--- config.mk ---
export PLATFORM = sky130hd
export DESIGN_NAME = dict_loader
export DESIGN_NICKNAME = d
export VERILOG_FILES = /design/src/rtl/dict_pkg.sv /design/src/rtl/dict_loader.sv
export SDC_FILE = /design/constraint.sdc
export NUM_CORES = 1
export LEC_CHECK = 0
export BUFFER_PORTS_ARGS = -buffer_cell sky130_fd_sc_hd__buf_2
export CAP_MARGIN = 20
export CORE_ASPECT_RATIO = 1.5
export CORE_MARGIN = 2
export CORE_UTILIZATION = 45
export CTS_CLUSTER_SIZE = 24
export DETAILED_ROUTE_END_ITERATION = 6
export PLACE_DENSITY = 0.74
export SLEW_MARGIN = 20
export SYNTH_ARGS = -nofsm -noshare
export SYNTH_HDL_FRONTEND = slang
export SYNTH_SLANG_ARGS = --single-unit
--- constraint.sdc ---
create_clock -name clk -period 3.1 [get_ports clk]
set_input_delay 0.31 -clock clk [delete_from_list [all_inputs] [get_ports clk]]
set_output_delay 0.31 -clock clk [all_outputs]
set_load 0.01 [all_outputs]
--- src/rtl/dict_pkg.sv ---
// Shared constants and types for the boot-time dictionary loader.
// Field sizes, entry counts, image base address and the loader state encoding.
package dict_pkg;

  // Key widths set the number of entries per dictionary (2^key).
  localparam int unsigned FIELD1_KEY_W = 3;
  localparam int unsigned FIELD2_KEY_W = 5;
  localparam int unsigned FIELD3_KEY_W = 8;

  localparam int unsigned FIELD1_VAL_W = 7;
  localparam int unsigned FIELD2_VAL_W = 10;
  localparam int unsigned FIELD3_VAL_W = 15;

  localparam int unsigned FIELD1_N = 1 << FIELD1_KEY_W;
  localparam int unsigned FIELD2_N = 1 << FIELD2_KEY_W;
  localparam int unsigned FIELD3_N = 1 << FIELD3_KEY_W;

  localparam int unsigned TOTAL_ENTRIES = FIELD1_N + FIELD2_N + FIELD3_N;

  localparam logic [31:0] DICT_BASE_ADDR_DEFAULT = 32'h0001_0000;

  // First global entry index belonging to fields 2 and 3.
  localparam int unsigned FIELD2_FIRST = FIELD1_N;
  localparam int unsigned FIELD3_FIRST = FIELD1_N + FIELD2_N;

  typedef enum logic [1:0] {
    StIdle,
    StReq,
    StWrite,
    StDone
  } dict_state_e;

endpackage

--- src/rtl/dict_loader.sv ---
// Boot-time dictionary loader: walks the dictionary image in memory, one word per
// entry, and pulses the matching dictN write port for each entry.
// Optional build macro DICT_LOADER_CHECKSUM_EN fetches one trailing checksum word and
// reports a mismatch on load_error.
module dict_loader
  import dict_pkg::*;
#(
  parameter int unsigned FIELD1_VAL_WIDTH = FIELD1_VAL_W,
  parameter int unsigned FIELD2_VAL_WIDTH = FIELD2_VAL_W,
  parameter int unsigned FIELD3_VAL_WIDTH = FIELD3_VAL_W,
  parameter int unsigned FIELD1_ENTRIES   = FIELD1_N,
  parameter int unsigned FIELD2_ENTRIES   = FIELD2_N,
  parameter int unsigned FIELD3_ENTRIES   = FIELD3_N,
  parameter logic [31:0] DICT_BASE_ADDR   = DICT_BASE_ADDR_DEFAULT
) (
  input  logic                        clk,
  input  logic                        reset,
  input  logic                        start,
  output logic                        mem_req_valid,
  input  logic                        mem_req_ready,
  output logic [31:0]                 mem_req_addr,
  input  logic [31:0]                 mem_req_rdata,
  output logic                        dict1_write_enable,
  output logic [FIELD1_VAL_WIDTH-1:0] dict1_write_val,
  output logic                        dict2_write_enable,
  output logic [FIELD2_VAL_WIDTH-1:0] dict2_write_val,
  output logic                        dict3_write_enable,
  output logic [FIELD3_VAL_WIDTH-1:0] dict3_write_val,
  output logic                        busy,
  output logic                        load_done
`ifdef DICT_LOADER_CHECKSUM_EN
  ,
  output logic                        load_error
`endif
);

  localparam int unsigned TOTAL = FIELD1_ENTRIES + FIELD2_ENTRIES + FIELD3_ENTRIES;
  // Counter must reach TOTAL (checksum index / post-load value).
  localparam int unsigned CNT_W = $clog2(TOTAL + 1);

  localparam logic [CNT_W-1:0] LAST_IDX = CNT_W'(TOTAL - 1);
  localparam logic [CNT_W-1:0] CHK_IDX  = CNT_W'(TOTAL);
  localparam logic [CNT_W-1:0] F2_FIRST = CNT_W'(FIELD1_ENTRIES);
  localparam logic [CNT_W-1:0] F3_FIRST = CNT_W'(FIELD1_ENTRIES + FIELD2_ENTRIES);

`ifdef DICT_LOADER_CHECKSUM_EN
  localparam bit CHK_EN = 1'b1;
`else
  localparam bit CHK_EN = 1'b0;
`endif

  dict_state_e      state_q;
  logic [CNT_W-1:0] cnt_q;
  logic             is_chk;

  // The request in flight is the trailing checksum word rather than an entry.
  assign is_chk = CHK_EN && (cnt_q == CHK_IDX);

  // Loader FSM with counter, address generation and registered outputs.
  always_ff @(posedge clk or posedge reset) begin
    if (reset) begin
      state_q            <= StIdle;
      cnt_q              <= '0;
      mem_req_valid      <= 1'b0;
      mem_req_addr       <= DICT_BASE_ADDR;
      dict1_write_enable <= 1'b0;
      dict1_write_val    <= '0;
      dict2_write_enable <= 1'b0;
      dict2_write_val    <= '0;
      dict3_write_enable <= 1'b0;
      dict3_write_val    <= '0;
      busy               <= 1'b0;
      load_done          <= 1'b0;
    end else begin
      dict1_write_enable <= 1'b0;
      dict2_write_enable <= 1'b0;
      dict3_write_enable <= 1'b0;
      case (state_q)
        StIdle: begin
          if (start) begin
            state_q       <= StReq;
            mem_req_valid <= 1'b1;
            busy          <= 1'b1;
          end
        end
        StReq: begin
          if (mem_req_ready) begin
            mem_req_valid <= 1'b0;
            if (is_chk) begin
              state_q   <= StDone;
              busy      <= 1'b0;
              load_done <= 1'b1;
            end else begin
              state_q <= StWrite;
              if (cnt_q < F2_FIRST) begin
                dict1_write_enable <= 1'b1;
                dict1_write_val    <= mem_req_rdata[FIELD1_VAL_WIDTH-1:0];
              end else if (cnt_q < F3_FIRST) begin
                dict2_write_enable <= 1'b1;
                dict2_write_val    <= mem_req_rdata[FIELD2_VAL_WIDTH-1:0];
              end else begin
                dict3_write_enable <= 1'b1;
                dict3_write_val    <= mem_req_rdata[FIELD3_VAL_WIDTH-1:0];
              end
            end
          end
        end
        StWrite: begin
          cnt_q        <= cnt_q + 1'b1;
          mem_req_addr <= mem_req_addr + 32'd4;
          if (cnt_q == LAST_IDX && !CHK_EN) begin
            state_q   <= StDone;
            busy      <= 1'b0;
            load_done <= 1'b1;
          end else begin
            state_q       <= StReq;
            mem_req_valid <= 1'b1;
          end
        end
        StDone: begin
          // Terminal until reset.
        end
        default: state_q <= StIdle;
      endcase
    end
  end

`ifdef DICT_LOADER_CHECKSUM_EN
  logic [31:0] sum_q;

  // Accumulate every captured image word; judge the trailing checksum word.
  always_ff @(posedge clk or posedge reset) begin
    if (reset) begin
      sum_q      <= '0;
      load_error <= 1'b0;
    end else if (state_q == StReq && mem_req_ready) begin
      if (is_chk) begin
        load_error <= (mem_req_rdata != sum_q);
      end else begin
        sum_q <= sum_q + mem_req_rdata;
      end
    end
  end
`endif

endmodule

==> metrics.md, run 1 <==
| Metric | Value |
|---|---|
| Final Max Slew Viols | `0` |
| Top_reg_cell synth | `dfrtp_1` |
| Most used cell along the critical path | `nand2_1` |
| Initial Utilization | `0.4610` |
| Crit path depth | `7` |
| CTS tree | `yes` |
| DRC Markers | `0` |
| Clk sinks | `79` |
| H-tree lvl count | `3` |
| Clk pwr share | `0.307` |
| Top Layer Used | `met4` |
| Hold Crit Class | `in2async` |
| N_diodes | `0` |
| Fin worst setup slack | `about 1.0 ns` |
| Vias per cell | `between 4 and 5` |
| Sw power | `between 0.8 and 0.9 mW` |
| Hold Slack | `between 0.1 and 0.15 ns` |
| Asr flop ratio synth | `1.000` |
| WL met1 | `around 2.8 mm` |
| Bufs and invs on worst path | `2` |
| Post-Synth XOR/XNOR Area | `0.09792` |
| Mux share of post-synthesis cell area | `0.08507` |
| Kind of critical path | `reg2reg` |
| Post-synth EDFFs | `0` |
| Status | `finished, final reports clean` |
| Routed WL | `between 6 and 7 mm` |
| Filler cell count | `about 600` |
| Share of cells above drive strength 1 | `0.3774` |
| Post-Synth Adder-Cell Area | `0.02268` |
| Number of global-route vias before repair | `2292` |
| Switching share of power | `0.2934` |
| CP Max Fanout | `11` |
| Compound-Gate Fraction of Synth Area | `0.01248` |
| RSZ-0062 raised after global routing | `false` |
| Reg power frac | `0.466` |
| Worst-Margin Slew | `roughly 0.77 ns` |
| Port bufs | `between 80 and 90` |
| Delay of the slowest cell on the worst path | `0.51 ns` |
| CTS Buf Count | `9` |
| Final setup viols | `0` |
| Detailed placer's ending HPWL | `about 4.8 mm` |
| Worst Path Required | `3.38 ns` |
| Critical path's slowest cell | `nand4bb_1` |
| Resize count post-CTS | `0` |
| Initial antenna violation count | `0` |
| Crit. End Element | `register` |
| Gate power share | `0.227` |
| Setup Skew | `a little under 0.007 ns` |
| Gr usage total | `0.1756` |
| Critical path cell sequence | `inv_1, ha_1, nand2_1, nand4bb_1, inv_1, nand2_1, nand2_1` |
| Die ar. | `8070 sq um` |
| Max Clk Rate | `around 480 MHz` |
| Boundary pin count | `around 110` |
| Hold_buf cts | `0` |
| Post-route ant nets | `0` |
| Area growth, synth to finish | `24.05%` |
| DR vias | `about 2300` |
| Setup Total Neg Slack | `0 ns` |
| Simple logic cell fraction of the synthesized area | `0.1626` |
| Post-DR wirelength/cell | `roughly 14 um` |
| Starting DRT DRC Count | `between 100 and 150` |
| # Max-Cap Violations | `0` |
| DIE WIDTH | `~74 um` |
| Nature of the critical path startpoint | `register` |
| Die Ht | `roughly 110 um` |
| First-pass GRT wire length | `about 11 mm` |
| Worst-case clock buffer depth | `2` |
| Total global routing overflow | `0` |
| Synth Area per Inst | `roughly 12 sq um` |
| P per Cell Area | `about 710 nW/um^2` |
| Mapped Cells | `272` |
| Unique masters post-synth | `35` |
| Largest net degree at the start of global routing | `between 40 and 50` |
| Layout Nets | `a little over 400` |
| Final hold violation count | `0` |
| Fin crit period | `roughly 2.1 ns` |
| Post-CTS setup buffer count | `0` |
| Reg clk slew, reported paths | `approximately 0.080 ns` |
| Crit path DAT | `~2.4 ns` |
| Largest family of logic cells by synthesized area | `simple AND/OR/NAND/NOR gates` |
| Total power draw | `about 3 mW` |
| Synth Cell Area | `around 3300 sq um` |
| Int Pwr | `around 2.1 mW` |
| Synthesis warning total | `0` |
| Met2 wire len | `~3.3 mm` |
| Wire length on met3 | `~290 um` |
| Sequential area share after synthesis | `0.5977` |
| Placer Congestion | `between 0.8 and 0.9` |
| Core area | `just over 7000 sq um` |
| Yosys reg bits | `79` |
| Count of TritonRoute iterations in the first routing pass | `4` |
| Root Driver | `clkbuf_8` |
| Worst slew margin | `0.4869` |
| Leak pwr | `~2.2 nW` |
| Dpl ws | `around 0.95 ns` |
| Final period utilization | `0.6747` |
| # rows | `38` |
| Clock Latency Late Sink | `approximately 0.34 ns` |
| Cell depth of the worst flop-to-flop path | `7` |
| Worst IR Drop VDD | `~0.00046 V` |
| Delay-heaviest family, CP | `simple AND/OR/NAND/NOR gates` |
[worst register-to-register path, delay by kind of cell (launching register included)]
family                     cells  cell delay [ns]
adders and majority gates      1             0.24
buffers and inverters          2             0.60
DFF                            1             0.40
and+or+nand+nor                4             0.79
[layout make-up]
class / instances / area [sq um] / share of cell area
multi-input combinational: 180 / 1267 / 0.3087
tap: 100 / 125.1 / 0.03048
sequential: 79 / 1978 / 0.4819
clock buffer: 14 / 182.7 / 0.04450
timing repair buffer: 89 / 465.4 / 0.1134
clock inverter: 2 / 60.06 / 0.01463
inverter: 7 / 26.28 / 0.006400
[Yosys cell counts, types with 4 or more instances]
cell | number | share of area
nand2_1 | 48 | 0.054
ha_1 | 6 | 0.023
nor3_1 | 5 | 0.0076
nor2_1 | 10 | 0.011
xnor2_1 | 22 | 0.058
inv_1 | 7 | 0.0079
and3_1 | 4 | 0.0076
nand4_1 | 9 | 0.017
nand3_1 | 12 | 0.018
dfrtp_1 | 78 | 0.59
xor2_1 | 15 | 0.040
mux2_2 | 25 | 0.085
[flip-flops by register name (all words and copies together), names as in the netlist, 2 cells and up]
name	count
state_q	2
dict3_write_val	15
dict1_write_val	7
dict2_write_val	10
cnt_q	9
mem_req_addr	30
[path summary, 6_finish.rpt]
| kind | end | from | slack [ns] |
|---|---|---|---|
| min in group clk | dict2_write_val[9] | mem_req_rdata[9] | 0.17 |
| max in group asynchronous | dict3_write_val[1] | reset | 2.29 |
| worst max register to register | dict2_write_val[0] | state_q[1] | 1.01 |
| worst min-delay path | dict3_write_val[5] | reset | 0.12 |
| worst max-delay path | dict2_write_val[0] | state_q[1] | 1.01 |
| worst min register to register | load_done | load_done | 0.47 |
[metal layers]
| metal | GRT usage | vias up |
|---|---|---|
| met4 | 0.07273 | 0 |
| met2 | 0.2883 | 69 |
| met3 | 0.04621 | 7 |
| met1 | 0.2167 | 1124 |
| met5 | 0 | - |
| li1 | - | 1094 |
[cells in the final DEF, fill, tap and decap left out, types with 9 or more instances in the layout]
cell type / n
nand2_1: 48
mux2_2: 25
clkbuf_8: 13
buf_2: 86
nand3_1: 12
xor2_1: 15
dfrtp_1: 78
xnor2_1: 22
nand4_1: 9
nor2_1: 10
[power groups by stage]
stage | Combinational, mW | Sequential, mW | Clock (mW)
2_1_floorplan | 0.358 | 1.43 | 0
3_3_place_gp | 0.657 | 1.37 | 0
3_5_place_dp | 0.681 | 1.38 | 0
4_1_cts | 0.680 | 1.36 | 0.913
5_1_grt | 0.750 | 1.39 | 0.964
6_report | 0.663 | 1.36 | 0.896
[cells by family after synthesis]
kind of cell / count (synthesis)
DFF: 79
muxes: 25
AOI/OAI and AO/OA: 7
other: 1
xor gates and xnor gates: 37
and+or+nand+nor: 103
adders and majority gates: 6
buffers and inverters: 14
[through the flow]
step                area, sq um    util  std cells
floorplan                  3313       -        273
global placement           3862  0.5380        455
detailed placement         3862  0.5380        455
CTS                        4105  0.5718        471
global route               4105  0.5718        471
finish                     4105  0.5718        471
Power figures use the tool's default switching activity.
==> run 2, diff against run 1 <==
- PLACE_DENSITY: 0.74 -> 0.77
- clock period: 3.1 -> 1.8 ns (I/O delays scaled with it)
==> run 2 against run 1 <==
Net effect: cell area rose by 3.3%; final cell count rose by 3.8%; register-to-register slack got worse by 0.88 ns; worst setup slack got worse by 0.88 ns; highest routed layer unchanged.
==> metrics.md, run 2 (synthesized netlist as in run 1, its figures left out) <==
| Metric | Value |
|---|---|
| Hold Crit Class | `in2reg` |
| Number of global-route vias before repair | `between 2000 and 2500` |
| Hold depth | `3` |
| Post-DR wirelength/cell | `approximately 14 um` |
| Count of TritonRoute iterations in the first routing pass | `4` |
| Area of the multi-input gates | `approximately 1300 sq um` |
| Worst Path Required | `around 2 ns` |
| Die Ht | `109.0 um` |
| DIE WIDTH | `74.02 um` |
| Clk sinks | `a little under 80` |
| Starting DRT DRC Count | `87` |
| Placer Congestion | `approximately 0.84` |
| CTS Buf Count | `9` |
| Commonest cells after routing, fill and taps aside | `buf_2, dfrtp_1, nand2_1` |
| Area growth, synth to finish | `28.17%` |
| Final hold violation count | `0` |
| Largest net degree at the start of global routing | `80` |
| Final setup viols | `0` |
| Setup Total Neg Slack | `0 ns` |
| CTS tree | `yes` |
| Largest regs | `mem_req_addr (30), dict3_write_val (15), dict2_write_val (10)` |
| Worst IR Drop VDD | `~0.00080 V` |
| Max Clk Rate | `roughly 600 MHz` |
| P per Cell Area | `1154 nW/um^2` |
| Final Max Slew Viols | `0` |
| Fin worst setup slack | `0.1334 ns` |
| Reg clk slew, reported paths | `0.07 ns` |
| DR vias | `~2400` |
| Setup Skew | `slightly above 0.008 ns` |
| Boundary pin count | `between 100 and 150` |
| DRC Markers | `0` |
| Port bufs | `86` |
| Final period utilization | `0.9259` |
| Leading cell type in the layout, fill and taps excluded | `buf_2` |
| Crit path DAT | `approximately 1.9 ns` |
| Vias per cell | `about 4.8` |
| Die ar. | `approximately 8000 sq um` |
| Biggest register | `mem_req_addr` |
| Initial Utilization | `0.4610` |
| Detailed placer's ending HPWL | `4.705 mm` |
| Kind of critical path | `reg2reg` |
| Max reg flops | `30` |
| Root Driver | `clkbuf_8` |
| Clock Latency Late Sink | `between 0.3 and 0.4 ns` |
| Dpl ws | `between 0.06 and 0.07 ns` |
| Core area | `slightly above 7000 sq um` |
| Post-route ant nets | `0` |
| Fin crit period | `between 1.5 and 2 ns` |
| # Max-Cap Violations | `0` |
| Gr usage total | `0.1843` |
| Crit. End Element | `register` |
| Nature of the critical path startpoint | `register` |
| Total power draw | `just under 5 mW` |
| Total global routing overflow | `0` |
| N_diodes | `0` |
| First-pass GRT wire length | `around 11 mm` |
| Initial antenna violation count | `0` |
| Worst-case clock buffer depth | `2` |
| Layout Nets | `roughly 430` |
| Register area | `between 1500 and 2000 sq um` |
| H-tree lvl count | `3` |
| Routed WL | `between 6 and 7 mm` |
| Cell depth of the worst flop-to-flop path | `8` |
| Status | `finished, final reports clean` |
| Leak pwr | `around 2.3 nW` |
| # rows | `38` |
| Filler cell count | `between 500 and 600` |
| Share of cells above drive strength 1 | `0.4216` |
| CP Max Fanout | `5` |
[run 2: cell count changes in the layout (fill, tap and decap cells not counted), moves of 2 or more]
| cell | change |
|---|---|
| ha_1 | -2 |
| clkbuf_8 | -3 |
| ha_2 | +2 |
| clkbuf_1 | +2 |
| clkinvlp_4 | +3 |
| nand3_1 | -2 |
| nor2_2 | +2 |
| nand3_2 | +2 |
| nor2_1 | -2 |
| buf_4 | +16 |
[run 2: timing repair]
action / in CTS / in global routing
resized for setup: 0 / 9
endpoints found under the setup margin: 0 / 36
buffers inserted: 0 / 1
hold buffers: 1 / 0
hold endpoints to repair: 78 / 0
[run 2: critical path, cell delays in order, from the launching register on]
cell and delay (ns):
dfrtp_1 0.38, inv_1 0.08, ha_2 0.20, buf_4 0.14, nand2_1 0.09, nor2_2 0.15, nand3_2 0.11, nand2_1 0.09
mux2_2 0.32
[run 2: per-stage QoR]
stage               hold slack (ns)  utilization  area [sq um]  instances
finish                      0.03677       0.5908          4242        489
global route                0.02254       0.5908          4242        489
CTS                         0.01100       0.5850          4200        488
detailed placement           0.3327       0.5570          3999        471
global placement             0.3252       0.5570          3999        471
floorplan                    0.2854            -          3317        273
[run 2: final cells by class]
cell class | instances | share of cell area
Clock buffer | 13 | 0.03510
Tap cell | 100 | 0.02950
Multi-Input combinational cell | 180 | 0.3059
Clock inverter | 3 | 0.01003
Inverter | 7 | 0.007965
Sequential cell | 79 | 0.4664
Timing Repair Buffer | 107 | 0.1451
[run 2: power by group]
part | switching (mW) | internal, mW | total [mW]
clock network | 0.601 | 0.678 | 1.28
logic | 0.680 | 0.618 | 1.30
registers | 0.219 | 2.10 | 2.32
total | 1.50 | 3.40 | 4.90
[run 2: path summary, 6_finish.rpt]
| path | start | end | slack, ns |
|---|---|---|---|
| setup / recovery | state_q[0] | mem_req_valid | 0.13 |
| hold / removal | mem_req_rdata[8] | dict2_write_val[8] | 0.04 |
| setup reg to reg | state_q[0] | mem_req_valid | 0.13 |
| hold reg to reg | load_done | load_done | 0.47 |
| max in group asynchronous | reset | mem_req_addr[16] | 0.97 |
| min in group asynchronous | reset | dict3_write_enable | 0.49 |
[run 2: routing by layer]
| layer | up-vias | track usage | part of all wire | wire length [um] |
|---|---|---|---|---|
| met4 | 0 | 0.09221 | 0.024 | 159 |
| met5 | - | 0 | 0 | 0 |
| met3 | 15 | 0.05268 | 0.058 | 385 |
| met1 | 1156 | 0.2189 | 0.41 | 2692 |
| met2 | 71 | 0.3010 | 0.51 | 3388 |
| li1 | 1125 | - | - | - |
==> run 3, diff against run 2 <==
- CTS_BUF_LIST: default -> sky130_fd_sc_hd__clkbuf_4 sky130_fd_sc_hd__clkbuf_8
==> run 3 against run 2 <==
Net effect: clock-buffer cell count stayed put; via count is 0.46% higher; core utilization is 0.16 points higher; first-iteration DRC count is 25% higher; largest power group unchanged; global-route usage hardly changed; sequential share of layout area is 0.12 points lower; highest routed layer unchanged; final cell count stayed put; clock power is 4% higher; worst setup slack worse by 0.014 ns.
==> metrics.md, run 3 (synthesized netlist as in run 1, its figures left out) <==
| Metric | Value |
|---|---|
| Status | `finished, final reports clean` |
| Nature of the critical path startpoint | `register` |
| Max reg flops | `30` |
| Largest net degree at the start of global routing | `80` |
| Starting DRT DRC Count | `between 100 and 150` |
| Boundary pin count | `106` |
| Initial Utilization | `0.4610` |
| Crit. End Element | `register` |
| Max Clk Rate | `between 500 and 600 MHz` |
| Largest regs | `mem_req_addr (30), dict3_write_val (15), dict2_write_val (10)` |
| HP Start | `mem_req_rdata[8]` |
| Clock Latency Late Sink | `roughly 0.35 ns` |
| P per Cell Area | `between 1000 and 1500 nW/um^2` |
| Placed cell area | `between 3000 and 4000 sq um` |
| Total global routing overflow | `0` |
| Commonest cells after routing, fill and taps aside | `buf_2, dfrtp_1, nand2_1` |
| Port bufs | `86` |
| DR vias | `2378` |
| Launching point of the worst reg2reg path | `state_q[0]` |
| Routed WL | `around 6.6 mm` |
| Setup Total Neg Slack | `0 ns` |
| Detailed placer's ending HPWL | `approximately 4.7 mm` |
| CTS tree | `yes` |
| Cell area after layout | `4253 sq um` |
| Post-route ant nets | `0` |
| H-tree lvl count | `3` |
| Vias per cell | `between 4 and 5` |
| # Max-Cap Violations | `0` |
| Initial antenna violation count | `0` |
| Worst IR Drop VDD | `between 0.0008 and 0.0009 V` |
| Die ar. | `between 8000 and 9000 sq um` |
| Share of cells above drive strength 1 | `0.4293` |
| CP Max Fanout | `4` |
| Final Max Slew Viols | `0` |
| Final period utilization | `0.9339` |
| # rows | `38` |
| Area growth, synth to finish | `28.51%` |
| CP Launch Point | `state_q[0]` |
| Fin worst setup slack | `around 0.12 ns` |
| Leading cell type in the layout, fill and taps excluded | `buf_2` |
| N_diodes | `0` |
| CTS Buf Count | `9` |
| Final hold violation count | `0` |
| Hold Crit Class | `in2reg` |
| Layout Nets | `426` |
| First-pass GRT wire length | `11.17 mm` |
| Fin crit period | `1.681 ns` |
| Core area | `just over 7000 sq um` |
| Number of global-route vias before repair | `~2400` |
| Final setup viols | `0` |
| Dpl ws | `0.06048 ns` |
| Root Driver | `clkbuf_8` |
| Biggest register | `mem_req_addr` |
| Worst-case clock buffer depth | `2` |
| Worst Path Required | `around 2.0 ns` |
| DIE WIDTH | `74.02 um` |
| DRC Markers | `0` |
| Leak pwr | `around 2.3 nW` |
| Gr usage total | `0.1847` |
| Post-DR wirelength/cell | `roughly 14 um` |
| Reg clk slew, reported paths | `0.08 ns` |
| Clk sinks | `between 70 and 80` |
| Setup Skew | `around 0.0070 ns` |
| Count of TritonRoute iterations in the first routing pass | `5` |
| Kind of critical path | `reg2reg` |
| Die Ht | `109.0 um` |
| Crit path DAT | `1.92 ns` |
| Placer Congestion | `about 0.84` |
## run 3: cell counts in the layout (fill, tap and decap cells not counted)
Identical to the previous run, type by type.
## run 3: path summary, 6_finish.rpt
check / slack (ns) / cells after the start / to
min in group asynchronous: 0.49 / 4 / dict3_write_enable
min reg2reg: 0.47 / 1 / load_done
max reg2reg: 0.12 / 7 / mem_req_addr[22]
min: 0.04 / 3 / dict2_write_val[8]
max: 0.12 / 7 / mem_req_addr[22]
max in group asynchronous: 0.96 / 4 / mem_req_addr[16]
## run 3: repair_timing
action	in CTS	in global routing
buffers inserted	0	1
gates resized for setup	0	9
endpoints found under the hold margin	78	0
hold buffers	1	0
endpoints found under the setup margin	0	35
## run 3: report_power, final
group	leakage [nW]	internal, mW	switching, mW
registers	1.05	2.10	0.220
logic	1.13	0.618	0.682
clock network	0.104	0.724	0.604
## run 3: metrics by stage
stage / instances / utilization / total power [mW] / hold WS [ns]
2_1_floorplan: 273 / - / 3.078 / 0.2854
3_3_place_gp: 471 / 0.5570 / 3.590 / 0.3252
3_5_place_dp: 471 / 0.5570 / 3.652 / 0.3327
4_1_cts: 488 / 0.5866 / 5.003 / 0.01100
5_1_grt: 489 / 0.5924 / 5.274 / 0.02254
6_report: 489 / 0.5924 / 4.946 / 0.03610
## run 3: per-layer routing
metal | track usage | part of all wire
met1 | 0.2213 | 0.41
met3 | 0.05268 | 0.061
met4 | 0.09221 | 0.024
met5 | 0 | 0
met2 | 0.2997 | 0.51
## run 3: final cells by class
type | instances | area [sq um]
Fill cell | 585 | 2927
Sequential cell | 79 | 1978
Multi-Input combinational cell | 180 | 1297
Timing Repair Buffer | 107 | 615.6
Clock buffer | 13 | 160.2
Tap cell | 100 | 125.1
Clock inverter | 3 | 42.54
Inverter | 7 | 33.78
## run 3: critical path, cell delays in order (launching register included)
cell     delay [ns]
dfrtp_1        0.38
inv_1          0.08
ha_2           0.20
and4_1         0.19
nand2_1        0.13
nor3b_2        0.31
nand3_1        0.15
xnor2_1        0.14
